--- src/rtl/rv32m_pkg.sv ---
// Shared definitions for the iterative M-extension multiply/divide unit.
// Contents: funct3 encodings, FSM state encoding and small decode helpers
// used to classify an operation as divide and to tell which operands are
// interpreted as signed.
package rv32m_pkg;

    localparam logic [2:0] F3_MUL    = 3'b000;
    localparam logic [2:0] F3_MULH   = 3'b001;
    localparam logic [2:0] F3_MULHSU = 3'b010;
    localparam logic [2:0] F3_MULHU  = 3'b011;
    localparam logic [2:0] F3_DIV    = 3'b100;
    localparam logic [2:0] F3_DIVU   = 3'b101;
    localparam logic [2:0] F3_REM    = 3'b110;
    localparam logic [2:0] F3_REMU   = 3'b111;

    localparam logic [1:0] S_IDLE = 2'd0;
    localparam logic [1:0] S_CALC = 2'd1;
    localparam logic [1:0] S_FIX  = 2'd2;
    localparam logic [1:0] S_DONE = 2'd3;

    // All divide/remainder encodings have funct3[2] set.
    function automatic logic is_div(input logic [2:0] f3);
        return f3[2];
    endfunction

    // MUL is treated as signed x signed; its low word is sign-agnostic.
    function automatic logic is_signed_a(input logic [2:0] f3);
        return (f3 == F3_MUL) || (f3 == F3_MULH) || (f3 == F3_MULHSU) ||
               (f3 == F3_DIV) || (f3 == F3_REM);
    endfunction

    function automatic logic is_signed_b(input logic [2:0] f3);
        return (f3 == F3_MUL) || (f3 == F3_MULH) ||
               (f3 == F3_DIV) || (f3 == F3_REM);
    endfunction

endpackage

--- src/rtl/muldiv_addsub.sv ---
// W-bit adder/subtractor with carry-out, shared by the multiply (add) and
// divide (subtract) iterations.
// Ports: a, b operands; sub selects a-b; sum W-bit result; cout carry out
// (for subtraction cout=1 means a >= b, i.e. no borrow).
module muldiv_addsub #(
    parameter int W = 33
) (
    input  logic [W-1:0] a,
    input  logic [W-1:0] b,
    input  logic         sub,
    output logic [W-1:0] sum,
    output logic         cout
);

    logic [W:0] full;

    assign full = {1'b0, a} + {1'b0, (sub ? ~b : b)} + {{W{1'b0}}, sub};
    assign sum  = full[W-1:0];
    assign cout = full[W];

endmodule

--- src/rtl/rv_muldiv_unit.sv ---
// Iterative RV32M/RV64M multiply/divide unit (radix-2, XLEN iterations).
// Ports:
//   pll_1_200MHz  core clock          system_reset  sync active-high reset
//   flush         kill in-flight op   in_valid/in_ready  request handshake
//   funct3        M-extension op      operand_a/b   rs1/rs2 values
//   out_valid/out_ready  result handshake  result  held result
//   busy          unit not idle
module rv_muldiv_unit
    import rv32m_pkg::*;
#(
    parameter int XLEN      = 32,
    parameter bit EARLY_OUT = 1'b1
) (
    input  logic            pll_1_200MHz,
    input  logic            system_reset,
    input  logic            flush,
    input  logic            in_valid,
    output logic            in_ready,
    input  logic [2:0]      funct3,
    input  logic [XLEN-1:0] operand_a,
    input  logic [XLEN-1:0] operand_b,
    output logic            out_valid,
    input  logic            out_ready,
    output logic [XLEN-1:0] result,
    output logic            busy
);

    localparam int ITW = $clog2(XLEN);
    localparam logic [XLEN-1:0] MIN_VAL = {1'b1, {(XLEN-1){1'b0}}};

    logic [1:0]        state_q,  state_d;
    logic [2:0]        op_q,     op_d;
    logic              sign_a_q, sign_a_d;
    logic              sign_b_q, sign_b_d;
    logic              bzero_q,  bzero_d;
    logic [2*XLEN-1:0] acc_q,    acc_d;
    logic [XLEN-1:0]   mcand_q,  mcand_d;
    logic [ITW-1:0]    iter_q,   iter_d;
    logic [XLEN-1:0]   result_q, result_d;

    // Accumulator layout: multiply keeps {partial product, multiplier};
    // divide keeps {partial remainder, dividend/quotient}.
    logic [XLEN-1:0] acc_hi, acc_lo;
    assign acc_hi = acc_q[2*XLEN-1:XLEN];
    assign acc_lo = acc_q[XLEN-1:0];

    // Shared adder: multiply adds the multiplicand into the high half,
    // divide subtracts the divisor from the shifted partial remainder.
    logic [XLEN:0] add_a, add_b, add_sum;
    logic          add_sub, add_cout;

    always_comb begin
        add_b = {1'b0, mcand_q};
        if (is_div(op_q)) begin
            add_a   = {acc_hi, acc_lo[XLEN-1]};
            add_sub = 1'b1;
        end else begin
            add_a   = {1'b0, acc_hi};
            add_sub = 1'b0;
        end
    end

    muldiv_addsub #(.W(XLEN+1)) u_addsub (
        .a    (add_a),
        .b    (add_b),
        .sub  (add_sub),
        .sum  (add_sum),
        .cout (add_cout)
    );

    // Request decode.
    logic            in_sa, in_sb, in_bzero, in_ovf;
    logic [XLEN-1:0] mag_a, mag_b, special_res;

    assign in_sa    = is_signed_a(funct3) & operand_a[XLEN-1];
    assign in_sb    = is_signed_b(funct3) & operand_b[XLEN-1];
    assign mag_a    = in_sa ? -operand_a : operand_a;
    assign mag_b    = in_sb ? -operand_b : operand_b;
    assign in_bzero = (operand_b == '0);
    assign in_ovf   = ((funct3 == F3_DIV) || (funct3 == F3_REM)) &&
                      (operand_a == MIN_VAL) && (operand_b == '1);
    // funct3[1] separates REM/REMU from DIV/DIVU.
    assign special_res = funct3[1] ? (in_bzero ? operand_a : '0)
                                   : (in_bzero ? '1 : MIN_VAL);

    // Iteration steps.
    logic [2*XLEN-1:0] mul_step, div_step;

    assign mul_step = {(acc_lo[0] ? add_sum : {1'b0, acc_hi}), acc_lo[XLEN-1:1]};
    assign div_step = add_cout ? {add_sum[XLEN-1:0], acc_lo[XLEN-2:0], 1'b1}
                               : {acc_hi[XLEN-2:0], acc_lo[XLEN-1], acc_lo[XLEN-2:0], 1'b0};

    // Sign correction. A zero divisor leaves the all-ones quotient
    // unnegated so signed DIV by zero still yields -1.
    logic [2*XLEN-1:0] prod_fix;
    logic [XLEN-1:0]   quot_fix, rem_fix, fix_res;

    assign prod_fix = (sign_a_q ^ sign_b_q) ? -acc_q : acc_q;
    assign quot_fix = ((sign_a_q ^ sign_b_q) && !bzero_q) ? -acc_lo : acc_lo;
    assign rem_fix  = sign_a_q ? -acc_hi : acc_hi;

    always_comb begin
        if (is_div(op_q))
            fix_res = op_q[1] ? rem_fix : quot_fix;
        else if (op_q == F3_MUL)
            fix_res = prod_fix[XLEN-1:0];
        else
            fix_res = prod_fix[2*XLEN-1:XLEN];
    end

    always_comb begin
        state_d  = state_q;
        op_d     = op_q;
        sign_a_d = sign_a_q;
        sign_b_d = sign_b_q;
        bzero_d  = bzero_q;
        acc_d    = acc_q;
        mcand_d  = mcand_q;
        iter_d   = iter_q;
        result_d = result_q;
        case (state_q)
            S_IDLE: begin
                if (in_valid && !flush) begin
                    op_d     = funct3;
                    sign_a_d = in_sa;
                    sign_b_d = in_sb;
                    bzero_d  = in_bzero;
                    acc_d    = {{XLEN{1'b0}}, mag_a};
                    mcand_d  = mag_b;
                    iter_d   = ITW'(XLEN-1);
                    state_d  = S_CALC;
                    if (EARLY_OUT && is_div(funct3) && (in_bzero || in_ovf)) begin
                        result_d = special_res;
                        state_d  = S_DONE;
                    end
                end
            end
            S_CALC: begin
                acc_d = is_div(op_q) ? div_step : mul_step;
                if (iter_q == '0)
                    state_d = S_FIX;
                else
                    iter_d = iter_q - 1'b1;
            end
            S_FIX: begin
                result_d = fix_res;
                state_d  = S_DONE;
            end
            S_DONE: begin
                if (out_ready)
                    state_d = S_IDLE;
            end
            default: state_d = S_IDLE;
        endcase
        if (flush) begin
            state_d  = S_IDLE;
            result_d = result_q;
        end
    end

    always_ff @(posedge pll_1_200MHz) begin
        if (system_reset) begin
            state_q  <= S_IDLE;
            op_q     <= '0;
            sign_a_q <= 1'b0;
            sign_b_q <= 1'b0;
            bzero_q  <= 1'b0;
            acc_q    <= '0;
            mcand_q  <= '0;
            iter_q   <= '0;
            result_q <= '0;
        end else begin
            state_q  <= state_d;
            op_q     <= op_d;
            sign_a_q <= sign_a_d;
            sign_b_q <= sign_b_d;
            bzero_q  <= bzero_d;
            acc_q    <= acc_d;
            mcand_q  <= mcand_d;
            iter_q   <= iter_d;
            result_q <= result_d;
        end
    end

    assign in_ready  = (state_q == S_IDLE);
    assign out_valid = (state_q == S_DONE);
    assign busy      = (state_q != S_IDLE);
    assign result    = result_q;

endmodule

--- config.mk ---
export PLATFORM = sky130hd
export DESIGN_NAME = rv_muldiv_unit
export DESIGN_NICKNAME = d
export VERILOG_FILES = /design/src/rtl/rv32m_pkg.sv /design/src/rtl/muldiv_addsub.sv /design/src/rtl/rv_muldiv_unit.sv
export SDC_FILE = /design/constraint.sdc
export NUM_CORES = 1
export LEC_CHECK = 0
export ABC_CLOCK_PERIOD_IN_PS = 5200
export CAP_MARGIN = 20
export CELL_PAD_IN_SITES_DETAIL_PLACEMENT = 2
export CELL_PAD_IN_SITES_GLOBAL_PLACEMENT = 2
export CORE_ASPECT_RATIO = 1.2
export CORE_MARGIN = 2
export CORE_UTILIZATION = 35
export DETAILED_ROUTE_END_ITERATION = 7
export PLACE_DENSITY = 0.89
export SYNTH_ARGS = -nofsm -noshare
export SYNTH_HDL_FRONTEND = slang
export SYNTH_SLANG_ARGS = --single-unit
--- constraint.sdc ---
create_clock -name pll_1_200MHz -period 5.2 [get_ports pll_1_200MHz]
set_clock_uncertainty 0.05 [all_clocks]
set_input_delay 1.04 -clock pll_1_200MHz [delete_from_list [all_inputs] [get_ports pll_1_200MHz]]
set_output_delay 1.04 -clock pll_1_200MHz [all_outputs]
set_load 0.05 [all_outputs]
==> results of run 1 <==
==> state kept, by name, indices dropped and copies added (netlist names) <==
name / flops
result: 32
state_q: 2
acc_q: 64
sign_a_q: 1
sign_b_q: 1
mcand_q: 32
bzero_q: 1
iter_q: 5
op_q: 3
==> power groups by stage <==
stage	Sequential [mW]	Combinational (mW)	Clock [mW]
after global routing	1.23	1.31	1.43
after floorplan	1.19	0.780	0
after global placement	1.23	1.11	0
final	1.22	1.22	1.39
after CTS	1.22	1.20	1.38
after detailed placement	1.24	1.16	0
==> per-stage QoR <==
step                util, %  hold slack, ns
global route           40.4           0.477
global placement       38.9           0.403
detailed placement     38.9           0.422
finish                 40.4           0.447
floorplan                 -           0.393
CTS                    40.4           0.443
==> synth_stat cells, types with 6 or more instances <==
library cell	instances	area, um2
a211oi_1	54	405
o41ai_1	13	114
a31oi_1	29	181
a41oi_1	12	105
and3_1	6	37.5
nand2b_1	27	169
dfxtp_1	141	2820
a22oi_1	6	45.0
o21a_1	8	60.1
inv_1	35	131
a31o_2	6	52.6
a2111oi_0	6	52.6
xnor2_1	97	850
a311oi_1	20	175
xor2_1	121	1060
o221ai_1	10	87.6
nor2b_1	12	75.1
o22ai_1	31	194
o211ai_1	40	300
buf_2	19	95.1
a21o_1	30	225
clkbuf_1	159	597
nor2_1	185	694
a21oi_1	173	866
nor4_1	21	131
or3_1	26	163
a211o_1	8	70.1
and2_1	14	87.6
nand2_1	195	732
o31ai_1	33	248
nand3_1	33	165
nand4_1	22	138
ha_1	42	526
or2_2	6	37.5
buf_1	10	37.5
o21ai_0	145	726
mux2_2	32	360
or4_1	17	128
mux2i_1	47	470
nor3_1	59	295
==> final timing paths <==
check	start	endpoint	slack [ns]
max reg2reg	op_q[2]	acc_q[62]	0.65
max	op_q[2]	acc_q[62]	0.65
min reg2reg	mcand_q[28]	mcand_q[28]	0.45
min	mcand_q[28]	mcand_q[28]	0.45
==> area by class of cell <==
type | instances | area [um2]
clock buffer | 22 | 484
clock inverter | 10 | 136
fill | 4674 | 24300
inverter | 36 | 135
multi-input combinational | 1659 | 10700
sequential | 141 | 2830
tap | 539 | 674
timing repair buffer | 158 | 1460
==> placed cells by master (no fill, tap or decap), types with 14 or more instances in the layout <==
cell               n
or4_1             17
mux2_2            32
clkbuf_16         17
inv_1             35
nand2_1          195
and2_1            14
ha_1              41
a311oi_1          20
nand2b_1          27
o31ai_1           33
xor2_1           120
nor3_1            58
a21o_1            30
nand3_1           33
or3_1             26
a31oi_1           29
nor4_1            21
nand4_1           22
xnor2_1           96
o21ai_0          145
o22ai_1           31
a211oi_1          54
mux2i_1           47
buf_4             52
o211ai_1          40
a21oi_1          172
dfxtp_1          139
nor2_1           184
clkdlybuf4s50_1  105
==> worst max-delay path, stage by stage, from the launching register on <==
cell,delay [ns]
dfxtp_4,0.73
buf_4,0.37
mux2_2,0.39
ha_1,0.41
nand3_1,0.24
a211oi_1,0.44
nor2_1,0.20
o32ai_1,0.34
o21ai_0,0.31
o21ai_0,0.51
xnor2_1,0.12
a311oi_1,0.29
==> cell families after synthesis <==
kind of cell / Yosys count
xor+xnor: 218
mux: 79
buf+inv: 227
fa+ha+maj: 43
simple gates: 656
flops: 141
compound gates: 663
==> layer usage <==
metal | wire, um | global-route usage [%]
met4 | 4660 | 21.3
met3 | 3790 | 5.31
met5 | 0 | 0
met1 | 27500 | 37.1
met2 | 36100 | 59.8
==> impl_metrics.yaml, run 1 <==
run_status:
  outcome: "finished clean"
sta:
  relSlewSlack_pct: 17.8
  slew_violations: 0
  timing.final.ws_setup_ns: 0.647
  layout_min_cycle_time_ns: 4.55
  tns_ns: 0
  period_share_pct: 87.6
  worst_slew_pin_slew_ns: 1.23
  max_freq_ghz: 0.220
  rsz0062_at_grt: "no"
  setup_violations: 0
  finalHoldViolCount: 0
power_and_ir_drop:
  pwr-share-clk_pct: 36.2
  p_seq_share_pct: 31.8
  p_leak_nw: 6.11
  p_sw_share_pct: 38.9
  p_comb_share_pct: 31.9
  peakVddDrop_v: 0.000260
  p_int_mw: 2.34
  switching_power_mw: 1.49
  p_per_area_nw_per_um2: 233
  finalPower_mw: 3.83
yosys:
  syn_nets: 2142
  netlist_area_um2: 14400
  synth_compound_area_share_pct: 29.5
  ys.flop_type: "dfxtp_1"
  synth_top_family_by_area: "compound AO/OA/AOI/OAI gates"
  ys.warnings.count: 0
  synth_edf_count: 0
  synth.distinct_cells: 78
  synth_adder_area_share_pct: 3.78
  synth_mux_area_share_pct: 5.76
  synth-simple-area-share_pct: 21.9
  ys_ff_latch: 141
  syn_inst: 2027
  synthXorXnorAreaFrac_pct: 13.2
  synthArstFlopShare_pct: 0
  seq_area_frac_synth_pct: 19.6
  syn_avg_cell_area_um2: 7.11
setup_path:
  cp-start-kind: "flop"
  r2r_cells: 11
  end_kind: "flop"
  crit_required_ns: 5.54
  worst-path-max-fanout: 42
  worstPathArrival_ns: 4.90
  path_class: "flop to flop"
clock_tree:
  clock_latency_ns: 0.50
  ctsHoldBuffers: 0
  cts_root_buf: "clkbuf_16"
  numCtsBuffers: 17
  clk_pin_slew_worst_paths_ns: 0.07
  clkSinkCount: 141
  postCtsSetupBuffers: 0
  tritoncts: "built"
  ctsHtreeMaxLevel: 4
  cts_buffer_depth: 2
  cts.repair.resized: 0
detailed_routing:
  wl_per_cell_um: 28.1
  first_pass_iters: 5
  final_antenna_net_count: 0
  vias_per_cell: 6.57
  dr.first_iter.drc_count: 1399
  drc: 0
  dr_total_vias: 16856
  routed_wl_um: 72100
die:
  pin_count: 107
  die_area_um2: 42800
  die_x_um: 189
  initial_core_util_pct: 35.4
  die_h_um: 226
  core_area_um2: 40700
  num_rows: 81
global_routing:
  overflow: 0
  grt_pass1_wl_um: 112000
  antenna_found_initial: 0
  track_usage_pct: 33.5
  grt_max_degree: 90
  grt_pass1_vias: 18513
place:
  postPlaceCellArea_um2: 15800
  preCtsSetupSlack_ns: 0.390
  dpl.hpwl_um: 50500
  globalplace.congestion: 0.895
  post-place-cells: 2533
  io_buffers: 106
finish:
  finalNetCount: 2128
  area_growth_pct: 14.2
  diodes: 0
  final_cells: 2565
  design_area_um2: 16500
  drive_above_1_share_pct: 7.50
worst_hold_path:
  hold_depth: 2
  hold_class: "flop to flop"
run:
  cap_viol_max_count: 0
Note: power is estimated with default switching activity, not from simulation.
==> inputs of run 2 (changes only) <==
- ABC_CLOCK_PERIOD_IN_PS: 5200 -> 4200
- clock period: 5.2 -> 4.2 ns (I/O delays scaled with it)
==> run 2 against run 1 <==
The run now ends with setup timing left. Non-clock buffer count up 53. Highest routed layer unchanged. Sequential share of layout area down 0.54 points. First-iteration DRC count up 13%. Critical path type unchanged.
==> impl_metrics.yaml, run 2 (synthesis gave the netlist of run 1 again) <==
power_and_ir_drop:
  p_per_area_nw_per_um2: 289
  pwr-share-clk_pct: 36.2
  p_int_mw: 2.96
  finalPower_mw: 4.92
  p_comb_share_pct: 33.1
  p_seq_share_pct: 30.7
  p_sw_share_pct: 39.8
  peakVddDrop_v: 0.000329
  switching_power_mw: 1.96
  p_leak_nw: 6.41
worst_hold_path:
  hold_class: "flop to flop"
  hold_depth: 2
  worstHoldStart: "result[27]"
  whs_endpoint: "result[27]"
detailed_routing:
  routed_wl_um: 79100
  drc: 0
  final_antenna_net_count: 0
  dr.first_iter.drc_count: 1575
  vias_per_cell: 6.78
  dr_total_vias: 17738
  first_pass_iters: 5
  wl_per_cell_um: 30.2
setup_path:
  path_delay_family: "simple AND/OR/NAND/NOR gates"
  reg2reg_from: "op_q[2]"
  cp-start-kind: "flop"
  r2r_slack_ns: -0.04
  crit_required_ns: 4.50
  regToRegEndpoint: "acc_q[43]"
  worst_path_max_delay_cell: "dfxtp_4"
  cp_common_cell: "buf_4"
  max_stage_delay_ns: 0.55
  path_class: "flop to flop"
  critical_path.startpoint: "op_q[2]"
  worstPathArrival_ns: 4.54
  r2r_cells: 12
  end_kind: "flop"
  crit_chain: "buf_4 -> buf_4 -> mux2_2 -> ha_1 -> and3_2 -> nor2b_1 -> nand4b_1 -> nand2_1 -> nand2_2 -> buf_12 -> mux2i_1 -> o31ai_1"
  worst-path-max-fanout: 24
  crit_buf_inv: 3
finish:
  mostFrequentLayoutCells: "nand2_1 (195), nor2_1 (184), a21oi_1 (170)"
  drive_above_1_share_pct: 10.4
  fill_cells: 4710
  diodes: 0
  area_growth_pct: 17.9
  largest_reg_flops: 64
  finalNetCount: 2181
  largest-register: "acc_q"
  design_area_um2: 17000
  layout_commonest_cell: "nand2_1"
sta:
  worst_slew_pin_slew_ns: 1.11
  max_freq_ghz: 0.236
  relSlewSlack_pct: 26.1
  layout_min_cycle_time_ns: 4.24
  setup_violations: 2
  timing.final.ws_setup_ns: -0.0355
  tns_ns: -0.0545
  finalHoldViolCount: 0
  slew_violations: 0
  period_share_pct: 101
run_status:
  outcome: "finished, violations left"
  violations: "setup timing"
run:
  cap_viol_max_count: 0
die:
  pin_count: 107
  initial_core_util_pct: 35.4
  die_x_um: 189
  die_area_um2: 42800
  die_h_um: 226
  num_rows: 81
  core_area_um2: 40700
clock_tree:
  cts_root_buf: "clkbuf_16"
  clkSinkCount: 141
  ctsHtreeMaxLevel: 4
  cts_buffer_depth: 2
  tritoncts: "built"
  ctsHoldBuffers: 0
  numCtsBuffers: 17
  clock_latency_ns: 0.50
  clk_pin_slew_worst_paths_ns: 0.07
global_routing:
  grt_max_degree: 66
  grt_pass1_wl_um: 121000
  track_usage_pct: 36.5
  overflow: 0
  antenna_found_initial: 0
  grt_pass1_vias: 19476
place:
  preCtsSetupSlack_ns: -0.00762
  io_buffers: 106
  globalplace.congestion: 0.922
  postPlaceCellArea_um2: 16300
  dpl.hpwl_um: 53900
[run 2: cell count changes in the layout (fill, tap and decap cells not counted), moves of 3 or more]
cell	change
buf_4	+47
buf_12	+5
o21ai_0	-5
o21ai_1	+5
a211oi_1	-3
a211oi_2	+3
[run 2: worst max path at each step]
stage,cells past startpoint,slack (ns),end
6_report,12,-0.04,acc_q[43]
5_1_grt,12,-0.01,acc_q[43]
4_1_cts,13,0.02,acc_q[63]
3_5_place_dp,9,-0.008,result[14]
3_3_place_gp,10,0.22,result[24]
2_1_floorplan,15,0.07,acc_q[39]
[run 2: timing repair]
item	CTS	global route
endpoints found under the setup margin	5	9
setup buffers	1	0
pin swaps	0	0
gates resized for setup	2	13
[run 2: final cells by class]
cell class	count	area, um2	share of cell area, %
inverter	36	135	0.795
clock buffer	19	453	2.66
tap	539	674	3.97
sequential	141	2830	16.6
multi-input combinational	1659	10800	63.5
clock inverter	13	185	1.09
timing repair buffer	211	1930	11.3
[run 2: worst reg2reg max path, cell delays in order (launching register included)]
cell and delay (ns):
dfxtp_4 0.55, buf_4 0.26, buf_4 0.20, mux2_2 0.36, ha_1 0.50, and3_2 0.36
nor2b_1 0.31, nand4b_1 0.34, nand2_1 0.30, nand2_2 0.17, buf_12 0.22, mux2i_1 0.14
o31ai_1 0.35
[run 2: layer usage]
layer | vias to the layer above | wire, um | GRT usage, %
met5 | - | 0 | 0
met4 | 0 | 6040 | 25.5
met3 | 388 | 5010 | 6.84
met2 | 951 | 38900 | 64.1
met1 | 8937 | 29100 | 39.5
li1 | 7462 | - | -
[run 2: power groups by stage]
| stage | logic [mW] | registers (mW) | clock network, mW |
|---|---|---|---|
| after floorplan | 0.966 | 1.47 | 0 |
| after global placement | 1.40 | 1.52 | 0 |
| after detailed placement | 1.50 | 1.53 | 0 |
| after CTS | 1.57 | 1.50 | 1.75 |
| after global routing | 1.71 | 1.52 | 1.81 |
| final | 1.63 | 1.51 | 1.78 |
[run 2: stage by stage]
| step | hold slack (ns) | instances | utilization (%) |
|---|---|---|---|
| 4_1_cts | 0.439 | 2618 | 41.6 |
| 3_3_place_gp | 0.406 | 2585 | 40.0 |
| 6_report | 0.456 | 2618 | 41.7 |
| 3_5_place_dp | 0.432 | 2585 | 40.0 |
| 2_1_floorplan | 0.393 | 2027 | - |
| 5_1_grt | 0.476 | 2618 | 41.7 |
==> patch: new RTL, config.mk and constraints of run 2 <==
The parameter `EARLY_OUT` goes from 1'b1 to 1'b0.
--- a/src/rtl/rv_muldiv_unit.sv
+++ b/src/rtl/rv_muldiv_unit.sv
@@ -9,7 +9,7 @@
     import rv32m_pkg::*;
 #(
     parameter int XLEN      = 32,
-    parameter bit EARLY_OUT = 1'b1
+    parameter bit EARLY_OUT = 1'b0
 ) (
     input  logic            pll_1_200MHz,
     input  logic            system_reset,
Check against the original RTL: not equivalent (a bounded check fails within 4 cycles, from zero or initial values and one cycle with system_reset high).
==> patch against run 2 <==
  * Critical path depth rose by 1
  * Routed wire length down 17%
  * Final area is 6.0% lower
  * Sequential cell count unchanged
  * Worst setup slack better by 0.18 ns
  * Synthesized area down 6.0%
  * Worst hold slack got worse by 0.022 ns
  * Via count is 12% lower
  * Power down 5.8%
==> patch: results (changes against run 2) <==
GRT
  • Initial antenna violation count: 1 (+1)
  • Pin count of the biggest net entering global routing: 68 (+3.0%)
  • Global-route wire length before repair: 101,000 um (-16%)
  • Total track usage: 32.1% (-4.4 points)
  • Vias in the first global route: 17,100 (-12%)

Yosys
  • Synth cell types: 80 (+2.6%)
  • Synth top cells by count: nand2_1, a21oi_1, nor2_1
  • Main area contributors after synthesis: dfxtp_1, xor2_1, xnor2_1
  • Register area share after synthesis: 20.8% (+1.2 points)
  • Net count after synthesis: 1,959 (-8.5%)

Place
  • Routability Congestion: 0.958 (+3.9%)
  • Pre-CTS WS: -0.0176 ns (-0.00999 ns)
  • Cell Area, Placed: 15,300 um2 (-6.2%)

Critical path
  • Worst R2R End: acc_q[51]
  • Arrival @ worst endpoint: 4.36 ns (-0.18 ns)
  • Worst R2R Path Depth: 13 (+1)
  • Worst r2r src: op_q[2]
  • Worst-path fanout max: 20 (-17%)
  • Setup slack, reg-to-reg: 0.14 ns (+0.18 ns)

Finish
  • Non-Filler Instances: 2,392 (-8.6%)
  • Filler instances: 4,277 (-9.2%)
  • Share of layout cells above drive strength 1: 11.1% (+0.71 points)

Status
  • Status: completed

Detailed routing
  • Iteration-0 DRC count of the detailed router: 1,287 (-18%)
  • Vias: 15,600 (-12%)
  • Overall routed net length: 65,900 um (-17%)

Clock tree
  • Clk_lat worst skew: 0.48 ns (-0.02 ns)

Timing
  • Actual slew at the worst max-slew pin: 1.17 ns (+0.0672 ns)

Min path
  • Hold path endpoint: mcand_q[31]
  • Hold path startpoint: mcand_q[31]

Pwr
  • Leakage: 5.93 nW (-7.6%)
-- patch: kinds of logic (layout without fill, tap and decap cells) --
group / Yosys count / count (layout) / synth area share [%]
multiplexers: 71 / 71 / 5.54
adder cells (fa/ha/maj): 42 / 42 / 3.93
AO/OA/AOI/OAI: 593 / 593 / 28.2
buffers and inverters: 193 / 258 / 5.81
flip-flops: 141 / 141 / 20.8
other: 0 / 2 / 0
AND/OR/NAND/NOR: 574 / 574 / 20.8
XOR/XNOR: 231 / 231 / 14.9
-- patch: cell type report --
cell class                      count  share of cell area (%)
Timing Repair Buffer              201                    11.4
Sequential cell                   141                    17.7
Inverter                           25                   0.587
Antenna cell                        2                  0.0313
Clock buffer                       18                    2.69
Multi-Input combinational cell   1511                    62.6
Tap cell                          480                    3.76
Clock inverter                     14                    1.21
-- patch: routing by layer --
metal,up-vias,track usage (%),wire [um]
met2,775,58.1,33500
met5,-,0,0
met1,7739,35.6,25000
met3,295,4.79,3570
li1,6794,-,-
met4,0,18.6,3970
-- patch: where the power goes --
part	total, mW	leakage [nW]	switching [mW]	internal, mW
registers	1.48	1.15	0.0925	1.39
clock network	1.71	0.293	0.719	0.994
logic	1.43	4.49	0.920	0.514
-- patch: repair_timing --
action	CTS	global route
buffers inserted	1	1
cloned	0	0
setup endpoints to repair	14	28
resized for setup	2	2
-- patch: worst max-delay path by stage --
stage | to | slack [ns] | cells past startpoint
final | acc_q[51] | 0.14 | 13
after global routing | acc_q[51] | 0.004 | 13
after CTS | acc_q[51] | 0.09 | 13
after detailed placement | acc_q[62] | -0.02 | 11
after global placement | acc_q[39] | 0.21 | 11
after floorplan | acc_q[63] | 0.02 | 14
-- patch: worst max-delay path, cell delays in order (launching register included) --
cell,delay [ns]
dfxtp_4,0.55
buf_8,0.22
mux2_2,0.35
ha_1,0.39
a21oi_1,0.21
o21ai_0,0.16
a211oi_1,0.32
buf_4,0.18
a21oi_1,0.13
o211a_1,0.38
o21ai_1,0.18
buf_4,0.30
o21ai_0,0.18
a32o_1,0.32
